==> src/rtl/avalon_arb_pkg.sv <==
// avalon_arb_pkg: shared FSM type and default sizing for the 2:1 Avalon arbiter
package avalon_arb_pkg;
    typedef enum logic [1:0] {ARB_IDLE, ARB_GRANT0, ARB_GRANT1} arb_state_t;
    localparam int ARB_DATA_W = 32;
    localparam int BE_W = ARB_DATA_W / 8;
endpackage

==> src/rtl/avalon_master_mux.sv <==
// avalon_master_mux: steers the owning master's command onto the slave port
module avalon_master_mux
    import avalon_arb_pkg::*;
#(
    parameter int ADDR_W = 32,
    parameter int DATA_W = ARB_DATA_W
) (
    input  logic [1:0]          grant,
    input  logic [ADDR_W-1:0]   m0_address,
    input  logic                m0_read,
    input  logic                m0_write,
    input  logic [DATA_W-1:0]   m0_writedata,
    input  logic [DATA_W/8-1:0] m0_byteenable,
    input  logic [ADDR_W-1:0]   m1_address,
    input  logic                m1_read,
    input  logic                m1_write,
    input  logic [DATA_W-1:0]   m1_writedata,
    input  logic [DATA_W/8-1:0] m1_byteenable,
    output logic [ADDR_W-1:0]   s_address,
    output logic                s_read,
    output logic                s_write,
    output logic [DATA_W-1:0]   s_writedata,
    output logic [DATA_W/8-1:0] s_byteenable
);
    // Owner's command passes straight through; an idle bus presents all zeros
    always_comb begin
        s_address    = grant[1] ? m1_address    : grant[0] ? m0_address    : '0;
        s_read       = grant[1] ? m1_read       : grant[0] ? m0_read       : 1'b0;
        s_write      = grant[1] ? m1_write      : grant[0] ? m0_write      : 1'b0;
        s_writedata  = grant[1] ? m1_writedata  : grant[0] ? m0_writedata  : '0;
        s_byteenable = grant[1] ? m1_byteenable : grant[0] ? m0_byteenable : '0;
    end
endmodule

==> src/rtl/avalon_bus_arbiter.sv <==
// avalon_bus_arbiter: round-robin, transaction-locked 2:1 Avalon-MM arbiter with stall watchdog
module avalon_bus_arbiter
    import avalon_arb_pkg::*;
#(
    parameter int ADDR_W  = 32,
    parameter int DATA_W  = ARB_DATA_W,
    parameter int TIMEOUT = 64
) (
    input  logic                clk,
    input  logic                reset,
    input  logic [ADDR_W-1:0]   m0_address,
    input  logic                m0_read,
    input  logic                m0_write,
    input  logic [DATA_W-1:0]   m0_writedata,
    input  logic [DATA_W/8-1:0] m0_byteenable,
    output logic                m0_waitrequest,
    output logic [DATA_W-1:0]   m0_readdata,
    input  logic [ADDR_W-1:0]   m1_address,
    input  logic                m1_read,
    input  logic                m1_write,
    input  logic [DATA_W-1:0]   m1_writedata,
    input  logic [DATA_W/8-1:0] m1_byteenable,
    output logic                m1_waitrequest,
    output logic [DATA_W-1:0]   m1_readdata,
    output logic [ADDR_W-1:0]   s_address,
    output logic                s_read,
    output logic                s_write,
    output logic [DATA_W-1:0]   s_writedata,
    output logic [DATA_W/8-1:0] s_byteenable,
    input  logic                s_waitrequest,
    input  logic [DATA_W-1:0]   s_readdata,
    output logic [1:0]          grant,
    output logic                bus_error
);
    localparam int CW = $clog2(TIMEOUT + 1);

    arb_state_t    state_q;
    logic          last_q;
    logic [CW-1:0] stall_cnt_q;
    logic          bus_error_q;
    logic          req0, req1, own_n, own_req, other_req;

    // Request decode and state-derived steering; the non-owner is always stalled
    always_comb begin
        req0           = m0_read | m0_write;
        req1           = m1_read | m1_write;
        own_n          = state_q == ARB_GRANT1;
        own_req        = own_n ? req1 : req0;
        other_req      = own_n ? req0 : req1;
        grant          = {state_q == ARB_GRANT1, state_q == ARB_GRANT0};
        m0_waitrequest = state_q == ARB_GRANT0 ? s_waitrequest : 1'b1;
        m1_waitrequest = state_q == ARB_GRANT1 ? s_waitrequest : 1'b1;
        m0_readdata    = s_readdata;
        m1_readdata    = s_readdata;
        bus_error      = bus_error_q;
    end

    avalon_master_mux #(.ADDR_W(ADDR_W), .DATA_W(DATA_W)) u_mux (
        .grant         (grant),
        .m0_address    (m0_address),
        .m0_read       (m0_read),
        .m0_write      (m0_write),
        .m0_writedata  (m0_writedata),
        .m0_byteenable (m0_byteenable),
        .m1_address    (m1_address),
        .m1_read       (m1_read),
        .m1_write      (m1_write),
        .m1_writedata  (m1_writedata),
        .m1_byteenable (m1_byteenable),
        .s_address     (s_address),
        .s_read        (s_read),
        .s_write       (s_write),
        .s_writedata   (s_writedata),
        .s_byteenable  (s_byteenable)
    );

    // Arbitration FSM: hand over directly on completion, abort a stalled owner at TIMEOUT
    always_ff @(posedge clk) begin
        if (reset) begin
            state_q     <= ARB_IDLE;
            last_q      <= 1'b1;
            stall_cnt_q <= '0;
            bus_error_q <= 1'b0;
        end else if (state_q == ARB_IDLE) begin
            stall_cnt_q <= '0;
            state_q     <= (req0 && (!req1 || last_q)) ? ARB_GRANT0 : req1 ? ARB_GRANT1 : ARB_IDLE;
        end else if (!own_req) begin
            stall_cnt_q <= '0;
            state_q     <= ARB_IDLE;
        end else if (!s_waitrequest) begin
            stall_cnt_q <= '0;
            last_q      <= own_n;
            state_q     <= other_req ? (own_n ? ARB_GRANT0 : ARB_GRANT1) : state_q;
        end else if (stall_cnt_q == CW'(TIMEOUT - 1)) begin
            stall_cnt_q <= CW'(TIMEOUT);
            bus_error_q <= 1'b1;
            last_q      <= own_n;
            state_q     <= ARB_IDLE;
        end else begin
            stall_cnt_q <= stall_cnt_q + 1'b1;
        end
    end

    // Master protocol violations are only flagged in simulation, never acted upon
    assert property (@(posedge clk) !reset |-> !(m0_read && m0_write));
    assert property (@(posedge clk) !reset |-> !(m1_read && m1_write));
    assert property (@(posedge clk) (!reset && state_q == ARB_GRANT0 && req0 && s_waitrequest
                     && stall_cnt_q != CW'(TIMEOUT - 1)) |=> (reset || req0));
    assert property (@(posedge clk) (!reset && state_q == ARB_GRANT1 && req1 && s_waitrequest
                     && stall_cnt_q != CW'(TIMEOUT - 1)) |=> (reset || req1));
endmodule

==> config.mk <==
export PLATFORM = sky130hd
export DESIGN_NAME = avalon_bus_arbiter
export DESIGN_NICKNAME = d
export VERILOG_FILES = /design/src/rtl/avalon_arb_pkg.sv /design/src/rtl/avalon_master_mux.sv /design/src/rtl/avalon_bus_arbiter.sv
export SDC_FILE = /design/constraint.sdc
export NUM_CORES = 1
export LEC_CHECK = 0
export CAP_MARGIN = 20
export CELL_PAD_IN_SITES_DETAIL_PLACEMENT = 1
export CELL_PAD_IN_SITES_GLOBAL_PLACEMENT = 1
export CORE_AREA = 2 2 124 126
export CTS_CLUSTER_SIZE = 8
export DETAILED_ROUTE_END_ITERATION = 16
export DIE_AREA = 0 0 126 128
export DONT_BUFFER_PORTS = 1
export PLACE_DENSITY = 0.35
export SLEW_MARGIN = 20
export SYNTH_ARGS = -nofsm -noshare
export SYNTH_HDL_FRONTEND = slang
export SYNTH_SLANG_ARGS = --single-unit
==> constraint.sdc <==
create_clock -name clk -period 2.8 [get_ports clk]
set_input_delay 0.42 -clock clk [delete_from_list [all_inputs] [get_ports clk]]
set_output_delay 0.42 -clock clk [all_outputs]
set_load 0.005 [all_outputs]
==> out/metrics.csv <==
metric;value;unit
share of power burned in the clock network;0.300;
worst skew pair latency;240;ps
Seq pwr share;0.208;
startpoint types;register;
die height;128;µm
crit path time final;2181;ps
Fillers;1799;
cell count after synthesis;220;
initial antenna violation count;2;
# hold bufs at CTS;0;
final cycle utilization of the critical path;0.7789;
nets;321;
final wirelength;8.618;mm
Worst Clk Skew;3.312;ps
CTS Buf Count;3;
Crit Path Class;register to primary output;
htree depth;1;
final slew viol count;0;
residual DRC count;0;
r2r startpoint;state_q[1];
final hold slack;249.6;ps
CTS root buffer;clkbuf_16;
TNS Setup;0;ps
Bufs on Longest Clock Path;2;
worst-path maximum fanout;62;
critical path arrival;1760;ps
Layout Area Growth over Synthesis;-10.96;%
Slew HR;0.7573;
Top FF cell, synth;dfxtp_1;
mux cell area share after synthesis;0.005806;
clock-pin slew on the worst setup and hold paths;40;ps
Die Width;126;µm
share of cells above drive strength 1;0.08333;
WL per Instance;25.96;µm
sw frac;0.3813;
post-cts repair resize count;0;
Worst Setup SP;state_q[1];
Worst Tran Pin Value;354.9;ps
routed vias/inst;4.139;
half-perimeter wire length after placement;7.538;mm
Critical Path Sink Type;primary output;
flops & latches, synth;11;
grt ovf;0;
Core ar.;14860;µm²
Die Area;16130;µm²
final hold violations;0;
Ant. Diodes;0;
Int Pwr;539.5;µW
mapped cell area;1724;µm²
Lkg Pwr;0.5073;nW
drt pass-1 iters;5;
Seq/Total Area, Yosys;0.1277;
Ys Warns;0;
IO buf count;0;
# rows;45;
most frequent cells in the layout;70 x a22o_1, 12 x nor2_1, 11 x dfxtp_1, 5 x nand2_1, 5 x a21oi_1;
Adder-Cell Fraction of Synth Area;0.007257;
first-pass GRT wire length;10.70;mm
Finish-stage setup viols;0;
Initial Util;0.1160;
number of global-route vias before repair;1313;
I/O pin total;314;
Gate power share;0.491;
Worst Hold Launch;reset;
first-iteration detailed-routing DRC count;65;
average size of a mapped cell;7.837;µm²
Synth Area in Compound Gates;0.4144;
total global-route track usage;0.09428;
most common cell after layout, fill and taps aside;a22o_1;
CTS tree;built;
xor and xnor area share after synthesis;0.02032;
synthesized netlist net count;396;
hold crit path type;input pin to register;
MaxCap Viol Count;0;
simple-gate share of the synthesized area;0.09216;
main combinational cell family by area after synthesis;compound AO/OA/AOI/OAI gates;
asr flop ratio synth;0;
largest net degree at the start of global routing;63;
maximum vdd ir drop;0.0002055;V
via count;1374;
CP required;2380;ps
Final Wtd Congestion;0.7390;
status;completed;
number of library cell types mapped by synthesis;31;
RSZ-0062 raised after global routing;false;
f_max;0.4586;GHz
PD cells;568.0;nW/µm²
EDFF count, synth;0;
Detail Route Antenna Nets;0;
clk sink count;11;
P_sw;332.5;µW
Post-CTS Setup Bufs;0;
-- registers in the layout, summed over array words and instances, names as in the netlist --
| register | count |
|---|---|
| bus_error | 1 |
| last_q | 1 |
| stall_cnt_q | 7 |
| state_q | 2 |
-- metal layers --
metal  vias up  routed length, µm  GRT usage
met3        13               1207    0.05509
met1       639               2439    0.08251
met2       121               4836     0.1828
met5         -                 27          0
li1        597                  -          -
met4         4                106    0.02392
-- final timing paths --
check / to / slack [ps] / cells past startpoint
worst max register to register: last_q / 1010 / 5
worst max-delay path: s_byteenable[1] / 620 / 3
worst min-delay path: bus_error / 250 / 1
worst min register to register: stall_cnt_q[0] / 450 / 1
-- cell usage after synthesis (all sizes together), types with 3 or more instances --
cell type | instances | area, µm²
o21ai | 3 | 15.01
a21oi | 5 | 25.02
a22o | 70 | 613.1
dfxtp | 11 | 220.2
nor2 | 12 | 45.04
inv | 4 | 15.01
clkbuf | 14 | 53.80
or2 | 3 | 18.77
buf | 68 | 504.2
nand2 | 5 | 18.77
nand3 | 3 | 20.02
-- final cells by class --
| type | count | area, µm² | share of cell area |
|---|---|---|---|
| multi-input cells | 123 | 945.9 | 0.6161 |
| clock buffers | 4 | 78.83 | 0.05134 |
| flip-flops and latches | 11 | 220.2 | 0.1434 |
| well taps | 188 | 235.2 | 0.1532 |
| inverters | 4 | 15.01 | 0.009780 |
| repair buffers | 2 | 40.04 | 0.02608 |
-- cell families after synthesis --
kind of cell,after synthesis
compound gates,86
xor+xnor,4
fa+ha+maj,1
buf+inv,86
flops,11
mux,1
simple gates,31
-- stage by stage --
stage | area, µm² | setup slack [ps] | total power [mW] | util | cells
after floorplan | 1724 | 1176 | 0.5988 | - | 220
final | 1535 | 619.2 | 0.8720 | 0.1033 | 332
after global placement | 1456 | 928.7 | 0.6119 | 0.09798 | 328
after CTS | 1535 | 616.7 | 0.8903 | 0.1033 | 332
after global routing | 1535 | 517.4 | 0.9253 | 0.1033 | 332
after detailed placement | 1456 | 884.2 | 0.6175 | 0.09798 | 328
-- power by group through the flow --
stage / logic [mW] / registers (mW) / clock network, mW
CTS: 0.436 / 0.182 / 0.273
global placement: 0.428 / 0.184 / 0
detailed placement: 0.433 / 0.184 / 0
floorplan: 0.425 / 0.174 / 0
global route: 0.461 / 0.184 / 0.280
finish: 0.428 / 0.182 / 0.262
-- worst max-delay path: stages (launching register included) --
cell,delay [ps]
dfxtp_1,500
nor2b_4,410
buf_12,290
a22o_1,270
Note: power is estimated with default switching activity, not from simulation.
